### src/rtl/score_display.sv
// Binary score to six-digit seven-segment display. A serial double-dabble
// converter captures changed scores and updates all digits atomically on completion.

module score_display_seg #(
    parameter bit ACTIVE_LOW = 1
) (
    input  logic [3:0] digit,
    input  logic       blank,
    output logic [6:0] seg
);
    logic [6:0] lo;

    always_comb begin
        lo = 7'h7F;
        if (!blank) begin
            case (digit)
                4'd0:    lo = 7'h40;
                4'd1:    lo = 7'h79;
                4'd2:    lo = 7'h24;
                4'd3:    lo = 7'h30;
                4'd4:    lo = 7'h19;
                4'd5:    lo = 7'h12;
                4'd6:    lo = 7'h02;
                4'd7:    lo = 7'h78;
                4'd8:    lo = 7'h00;
                4'd9:    lo = 7'h10;
                default: lo = 7'h7F;
            endcase
        end
        seg = ACTIVE_LOW ? lo : ~lo;
    end
endmodule

module score_display #(
    parameter bit ACTIVE_LOW = 1,
    parameter bit BLANK_LZ   = 1
) (
    input  logic        clk,
    input  logic        rst,
    input  logic [23:0] score,
    output logic [6:0]  hex0,
    output logic [6:0]  hex1,
    output logic [6:0]  hex2,
    output logic [6:0]  hex3,
    output logic [6:0]  hex4,
    output logic [6:0]  hex5,
    output logic        busy,
    output logic        overflow,
    output logic        done
);
    localparam int          DIGITS    = 6;
    localparam int          SEG_W     = 7;
    localparam logic [23:0] MAX_VAL   = 24'd999999;
    localparam logic [6:0]  PAT_ZERO  = ACTIVE_LOW ? 7'h40 : 7'h3F;
    localparam logic [6:0]  PAT_BLANK = ACTIVE_LOW ? 7'h7F : 7'h00;
    localparam logic [6:0]  PAT_LEAD  = BLANK_LZ ? PAT_BLANK : PAT_ZERO;

    typedef enum logic [1:0] {IDLE, SHIFT, DONE} state_t;

    state_t                         state;
    logic [23:0]                    snapshot;
    logic [47:0]                    dd_q;      // {bcd[23:0], binary[23:0]}
    logic [4:0]                     shift_cnt;
    logic                           ovf_pend;
    logic [DIGITS-1:0][SEG_W-1:0]   hex_q;
    logic [DIGITS-1:0][SEG_W-1:0]   seg_next;
    logic [DIGITS-1:0][3:0]         bcd;
    logic [DIGITS-1:0]              blank;

    assign bcd = dd_q[47:24];

    function automatic logic [47:0] dd_step(input logic [47:0] r);
        logic [47:0] t;
        t = r;
        for (int d = 0; d < DIGITS; d++) begin
            if (t[24+4*d +: 4] >= 4'd5)
                t[24+4*d +: 4] = t[24+4*d +: 4] + 4'd3;
        end
        return {t[46:0], 1'b0};
    endfunction

    // Digit 0 always shows; higher digits blank while everything above is zero.
    always_comb begin
        logic run;
        run   = 1'b1;
        blank = '0;
        for (int i = DIGITS - 1; i >= 0; i--) begin
            run      = run && (bcd[i] == 4'd0);
            blank[i] = BLANK_LZ && (i != 0) && run;
        end
    end

    for (genvar g = 0; g < DIGITS; g++) begin : g_seg
        score_display_seg #(.ACTIVE_LOW(ACTIVE_LOW)) u_seg (
            .digit (bcd[g]),
            .blank (blank[g]),
            .seg   (seg_next[g])
        );
    end

    always_ff @(posedge clk) begin
        if (rst) begin
            state     <= IDLE;
            snapshot  <= '0;
            dd_q      <= '0;
            shift_cnt <= '0;
            ovf_pend  <= 1'b0;
            busy      <= 1'b0;
            done      <= 1'b0;
            overflow  <= 1'b0;
            for (int i = 0; i < DIGITS; i++)
                hex_q[i] <= (i == 0) ? PAT_ZERO : PAT_LEAD;
        end else begin
            done <= 1'b0;
            case (state)
                IDLE: begin
                    if (score != snapshot) begin
                        snapshot  <= score;
                        dd_q      <= {24'd0, (score > MAX_VAL) ? MAX_VAL : score};
                        ovf_pend  <= (score > MAX_VAL);
                        shift_cnt <= '0;
                        busy      <= 1'b1;
                        state     <= SHIFT;
                    end
                end
                SHIFT: begin
                    dd_q      <= dd_step(dd_q);
                    shift_cnt <= shift_cnt + 5'd1;
                    if (shift_cnt == 5'd23)
                        state <= DONE;
                end
                DONE: begin
                    hex_q    <= seg_next;
                    overflow <= ovf_pend;
                    done     <= 1'b1;
                    busy     <= 1'b0;
                    state    <= IDLE;
                end
                default: state <= IDLE;
            endcase
        end
    end

    assign hex0 = hex_q[0];
    assign hex1 = hex_q[1];
    assign hex2 = hex_q[2];
    assign hex3 = hex_q[3];
    assign hex4 = hex_q[4];
    assign hex5 = hex_q[5];
endmodule

### config.mk
export PLATFORM = sky130hd
export DESIGN_NAME = score_display
export DESIGN_NICKNAME = d
export VERILOG_FILES = /design/src/rtl/score_display.sv
export SDC_FILE = /design/constraint.sdc
export NUM_CORES = 1
export LEC_CHECK = 0
export CORE_MARGIN = 5
export CORE_UTILIZATION = 32
export DETAILED_ROUTE_END_ITERATION = 12
export GPL_TIMING_DRIVEN = 0
export PLACE_DENSITY_LB_ADDON = 0.12
export SETUP_SLACK_MARGIN = 0.15
export SLEW_MARGIN = 25
export SYNTH_ARGS = -nofsm -noshare
export SYNTH_HDL_FRONTEND = slang
export SYNTH_HIERARCHICAL = 1
export SYNTH_SLANG_ARGS = --single-unit
### constraint.sdc
create_clock -name clk -period 7.1 [get_ports clk]
set_clock_uncertainty 0.15 [all_clocks]
set_input_delay 2.13 -clock clk [delete_from_list [all_inputs] [get_ports clk]]
set_output_delay 2.13 -clock clk [all_outputs]
set_load 0.1 [all_outputs]
==> impl.org, run 1 <==
** Outcome
- The flow ran to the end, and the final reports show no timing, DRC or antenna violations.

** CTS
- Root buffer cell :: sky130_fd_sc_hd__clkbuf_16
- Count of instances resized after the clock tree is built :: 0
- Num CTS Buffers :: 17
- TritonCTS clock tree :: built
- Number of levels the H-tree was split into :: 4
- Post-CTS timing repair inserted 0 buffers for setup.
- The number of hold buffers added after CTS was 0.
- Clk buf depth :: 2
- Clock Latency Late Sink :: 0.43 ns
- The tree built by TritonCTS fans out to 125 sinks.
- Clock Pin Slew Worst Setup and Hold Paths :: 0.06 ns

** Layout
- Number of nets at the end of the flow :: 1008
- Area added between synthesis and finish :: 23.95%
- Fraction of final layout cells sized beyond drive strength 1 :: 10.13%
- Combined flip-flop and latch cell area :: 0.002502 mm^2
- The number of antenna diodes in the final layout is 0.
- Number of fill cells :: 2231
- Summing all multi-input logic gate instances after layout gives 0.004254 mm^2.

** Logic synthesis
- Counting every instance in the synthesized netlist gives 840.
- Among all flip-flop cells after synthesis, the most frequent one is sky130_fd_sc_hd__dfxtp_1.
- The average instance in the mapped netlist occupies 8.463 um^2.
- The Yosys step of the flow raised 6 warnings.
- Flip-flop and latch count after synthesis :: 125
- Netlist area before placement :: 0.007109 mm^2
- Share of the yosys chip area belonging to registers :: 35.20%
- In the synthesized netlist the async set-or-reset flop fraction comes to 0%.
- The synthesized design contains 0 enable-type register cells.
- Number of distinct standard cells referenced by the synthesized netlist :: 55

** STA
- Count of pins over their slew limit :: 0
- The hold violation count in the final report was 0.
- Worst slew margin :: 34.08%
- Final Hold Slack :: 0.3069 ns
- RSZ-0062 raised after global routing :: false
- Total Neg Setup Slack :: 0 ns
- For the pin with the worst max-slew slack, the measured transition is 0.9857 ns.
- Final critical-path required period :: 4.549 ns
- The final critical path takes up 64.07% of the cycle.
- Derived from the worst setup path, the maximum achievable clock frequency is 0.2198 GHz.
- Setup-violating endpoint count in the final report :: 0

** Critical path
- Sort of element at the end of the critical path :: register
- Maximum cell stage delay along the critical path :: 0.63 ns
- Logic depth of the worst register-to-register path :: 11
- At the worst endpoint, the required time is 7.30 ns.
- For this design, the slowest cell found on the critical path is sky130_fd_sc_hd__nor3_2.
- Count of buffering cells on the critical path with inverters included :: 2
- The worst setup path is launched from an input pin.
- In this run the worst path has a maximum fanout of 10.
- Top Family by Delay on Critical Path :: simple AND/OR/NAND/NOR gates
- The worst setup path is of the input pin to register kind.
- Startpoint of the worst register-to-register path :: dd_q[45]
- Walking the worst path, the cells encountered are clkdlybuf4s50_1, xnor2_1, nand4_1, nor3_2, a21oi_2, nor2_4, buf_6, a22o_2.
- Reg2Reg Setup Slack :: 3.70 ns
- The worst register-to-register path ends at hex1[3].
- Arrival time of data at the critical path endpoint :: 4.75 ns

** Placed design
- Placer's final routability congestion estimate :: 0.7757
- Number of buffers added on ports :: 69
- DP Wirelength :: 13340 um

** GRT
- After global routing the overflow that remains totals 0.
- The via count of the first global-routing pass was 5921.
- Entering global routing, the biggest net connects 17 pins.
- The first global-routing pass estimated 30780 um of wire.
- The initial antenna violation count is 0.
- All-Layer GR Usage :: 14.69%

** Power and ir drop
- Of the total power, the share spent switching nets is 26.05%.
- Fraction of power consumed by the clock network :: 50.3%
- Summing internal, switching and leakage power gives 0.001849 W.
- The analysis attributes to net switching a power of 0.0004817 W.
- Combinational cell fraction of total power :: 9.7%
- Power per cell area :: 209.8 mW/mm^2
- The internal portion of the total power is 0.001368 W.
- In this run the static leakage power is 3.394 nW.
- Share of power burned in registers :: 40.0%
- Across the VDD grid, the largest voltage drop is 0.1509 mV.

** Routing
- The pre-antenna-repair detailed-routing pass consisted of 4 iterations.
- For this block, the initial DRC count from the detailed router was 254.
- The final layout contains routed wiring with a total length of 18480 um.
- In the routed design, unresolved DRC markers number 0.
- Post-DR wirelength/cell :: 15.05 um
- Via count :: 5946
- Once detail routing completed, the nets flagged for antenna violations numbered 0.
- Using the TritonRoute via totals, the vias-per-cell ratio works out to 4.842.

** Die
- The die covers 0.02530 mm^2.
- The floorplan has 54 rows.
- Core region area :: 0.02182 mm^2
- Measured along the x axis, the die boundary spans 159.1 um.
- The die is 159.1 um tall.
- During I/O placement, the number of pins put on the boundary was 71.
- Initial core utilization :: 32.58%

** Job
- Max Cap Viol :: 0

** Hold path
- The path class of the tightest hold or removal check is register to register.
- Hold-critical path endpoint :: hex0[5]
- Counting instances, the worst hold path has a depth of 2.
- Hold_sp :: hex0[5]
==> cells in the mapped netlist (all sizes together) (2+ instances only) <==
library cell / count / area (um^2)
nor3b: 7 / 82.58
a2111oi: 7 / 105.1
nor4: 7 / 83.83
a311oi: 2 / 17.52
inv: 32 / 120.1
o21bai: 10 / 75.07
o21ai: 50 / 250.2
nor2b: 7 / 43.79
a21o: 2 / 16.27
o221ai: 6 / 52.55
a31oi: 8 / 50.05
a22o: 13 / 130.1
nand3: 10 / 50.05
o22ai: 6 / 37.54
nor2: 75 / 289.0
and3: 2 / 12.51
ha: 47 / 588.1
dfxtp: 125 / 2502
or2b: 4 / 30.03
o2bb2ai: 12 / 105.1
xnor2: 30 / 262.8
a21oi: 70 / 365.4
mux2i: 25 / 250.2
nand4: 7 / 43.79
nand3b: 36 / 270.3
xor2: 11 / 96.34
nor3: 21 / 140.1
nand2: 125 / 469.2
clkbuf: 30 / 112.6
buf: 14 / 150.1
nand2b: 27 / 214.0
a22oi: 2 / 15.01
==> state kept, by name, summed over array words and instances (netlist names), 7 cells and up <==
signal,flops
hex5,7
hex4,7
hex1,7
hex2,7
dd_q,48
hex0,7
snapshot,24
hex3,7
==> worst min-delay path: cells and delay by family, from the launching register on <==
family	cells	cell delay (ns)
flops	1	0.31
compound gates	1	0.05
simple gates	1	0.05
==> power by group through the flow <==
stage	combinational [W]	clock [W]	sequential [W]
CTS	0.000182	0.000953	0.000739
floorplan	0.000119	0	0.000754
finish	0.000179	0.000930	0.000740
detailed placement	0.000181	0	0.000755
global route	0.000201	0.000980	0.000742
global placement	0.000180	0	0.000755
==> kinds of logic after synthesis <==
logic type / after synthesis / share of synthesized area (%)
other: 1 / 0.05275
AO/OA/AOI/OAI: 192 / 17.65
flip-flops: 125 / 35.20
adder cells (fa/ha/maj): 47 / 8.272
XOR/XNOR: 41 / 5.051
multiplexers: 26 / 3.678
AND/OR/NAND/NOR: 331 / 24.66
buffers and inverters: 77 / 5.438
==> layout by cell type (no fill, tap or decap), drive strengths merged, types with 7 or more instances in the layout <==
cell,count
a2111oi,7
a21oi,70
a22o,13
a31oi,8
buf,15
clkbuf,48
clkdlybuf4s50,69
conb,7
dfxtp,125
ha,47
inv,37
mux2i,25
nand2,125
nand2b,27
nand3,10
nand3b,36
nand4,7
nor2,75
nor2b,7
nor3,21
nor3b,7
nor4,7
o21ai,50
o21bai,10
o2bb2ai,12
xnor2,30
xor2,11
==> worst max path at each step <==
| stage | startpoint | endpoint | slack [ns] | cells past startpoint |
|---|---|---|---|---|
| 3_5_place_dp | score[13] | dd_q[42] | 2.17 | 8 |
| 5_1_grt | score[13] | dd_q[38] | 2.41 | 8 |
| 2_1_floorplan | score[21] | snapshot[10] | 3.39 | 8 |
| 4_1_cts | score[13] | dd_q[36] | 2.58 | 8 |
| 3_3_place_gp | dd_q[45] | hex1[3] | 2.14 | 11 |
| 6_report | score[13] | dd_q[36] | 2.55 | 8 |
==> final cells by class <==
type / count / share of cell area [%]
buffer: 44 / 2.982
clock buffer: 18 / 4.984
clock inverter: 14 / 2.087
inverter: 33 / 1.406
multi-input combinational: 644 / 48.27
sequential: 125 / 28.40
tap: 280 / 3.976
timing repair buffer: 70 / 7.894
==> metal layers <==
layer	routed length (um)	track usage [%]	share of wire (%)
met1	9103	18.90	49
met2	8779	24.92	48
met3	411	3.029	2.2
met4	182	4.226	0.99
met5	0	0	0
==> through the flow <==
stage,utilization [%],std cells,setup WS [ns],area (um^2)
global route,40.38,1228,2.411,8812
floorplan,-,846,3.386,7132
finish,40.38,1228,2.551,8812
detailed placement,37.50,1196,2.167,8184
global placement,37.45,1195,2.142,8173
CTS,40.36,1228,2.581,8807
Power figures use the tool's default switching activity.
==> inputs of run 2 (changes only) <==
clock period = 4.3 ns   (was 7.1 ns; I/O delays follow)
==> results of run 2 <==
Same layout as run 1 (identical final DEF). Status: complete, no violations.
Main changes from that run: setup slack after placement 2.167 ns -> 0.2067 ns; setup slack after layout 2.551 ns -> 0.5911 ns; register-to-register setup slack 3.70 ns -> 0.90 ns; total power 0.001849 W -> 0.003053 W; worst IR drop on VDD 0.1509 mV -> 0.2491 mV
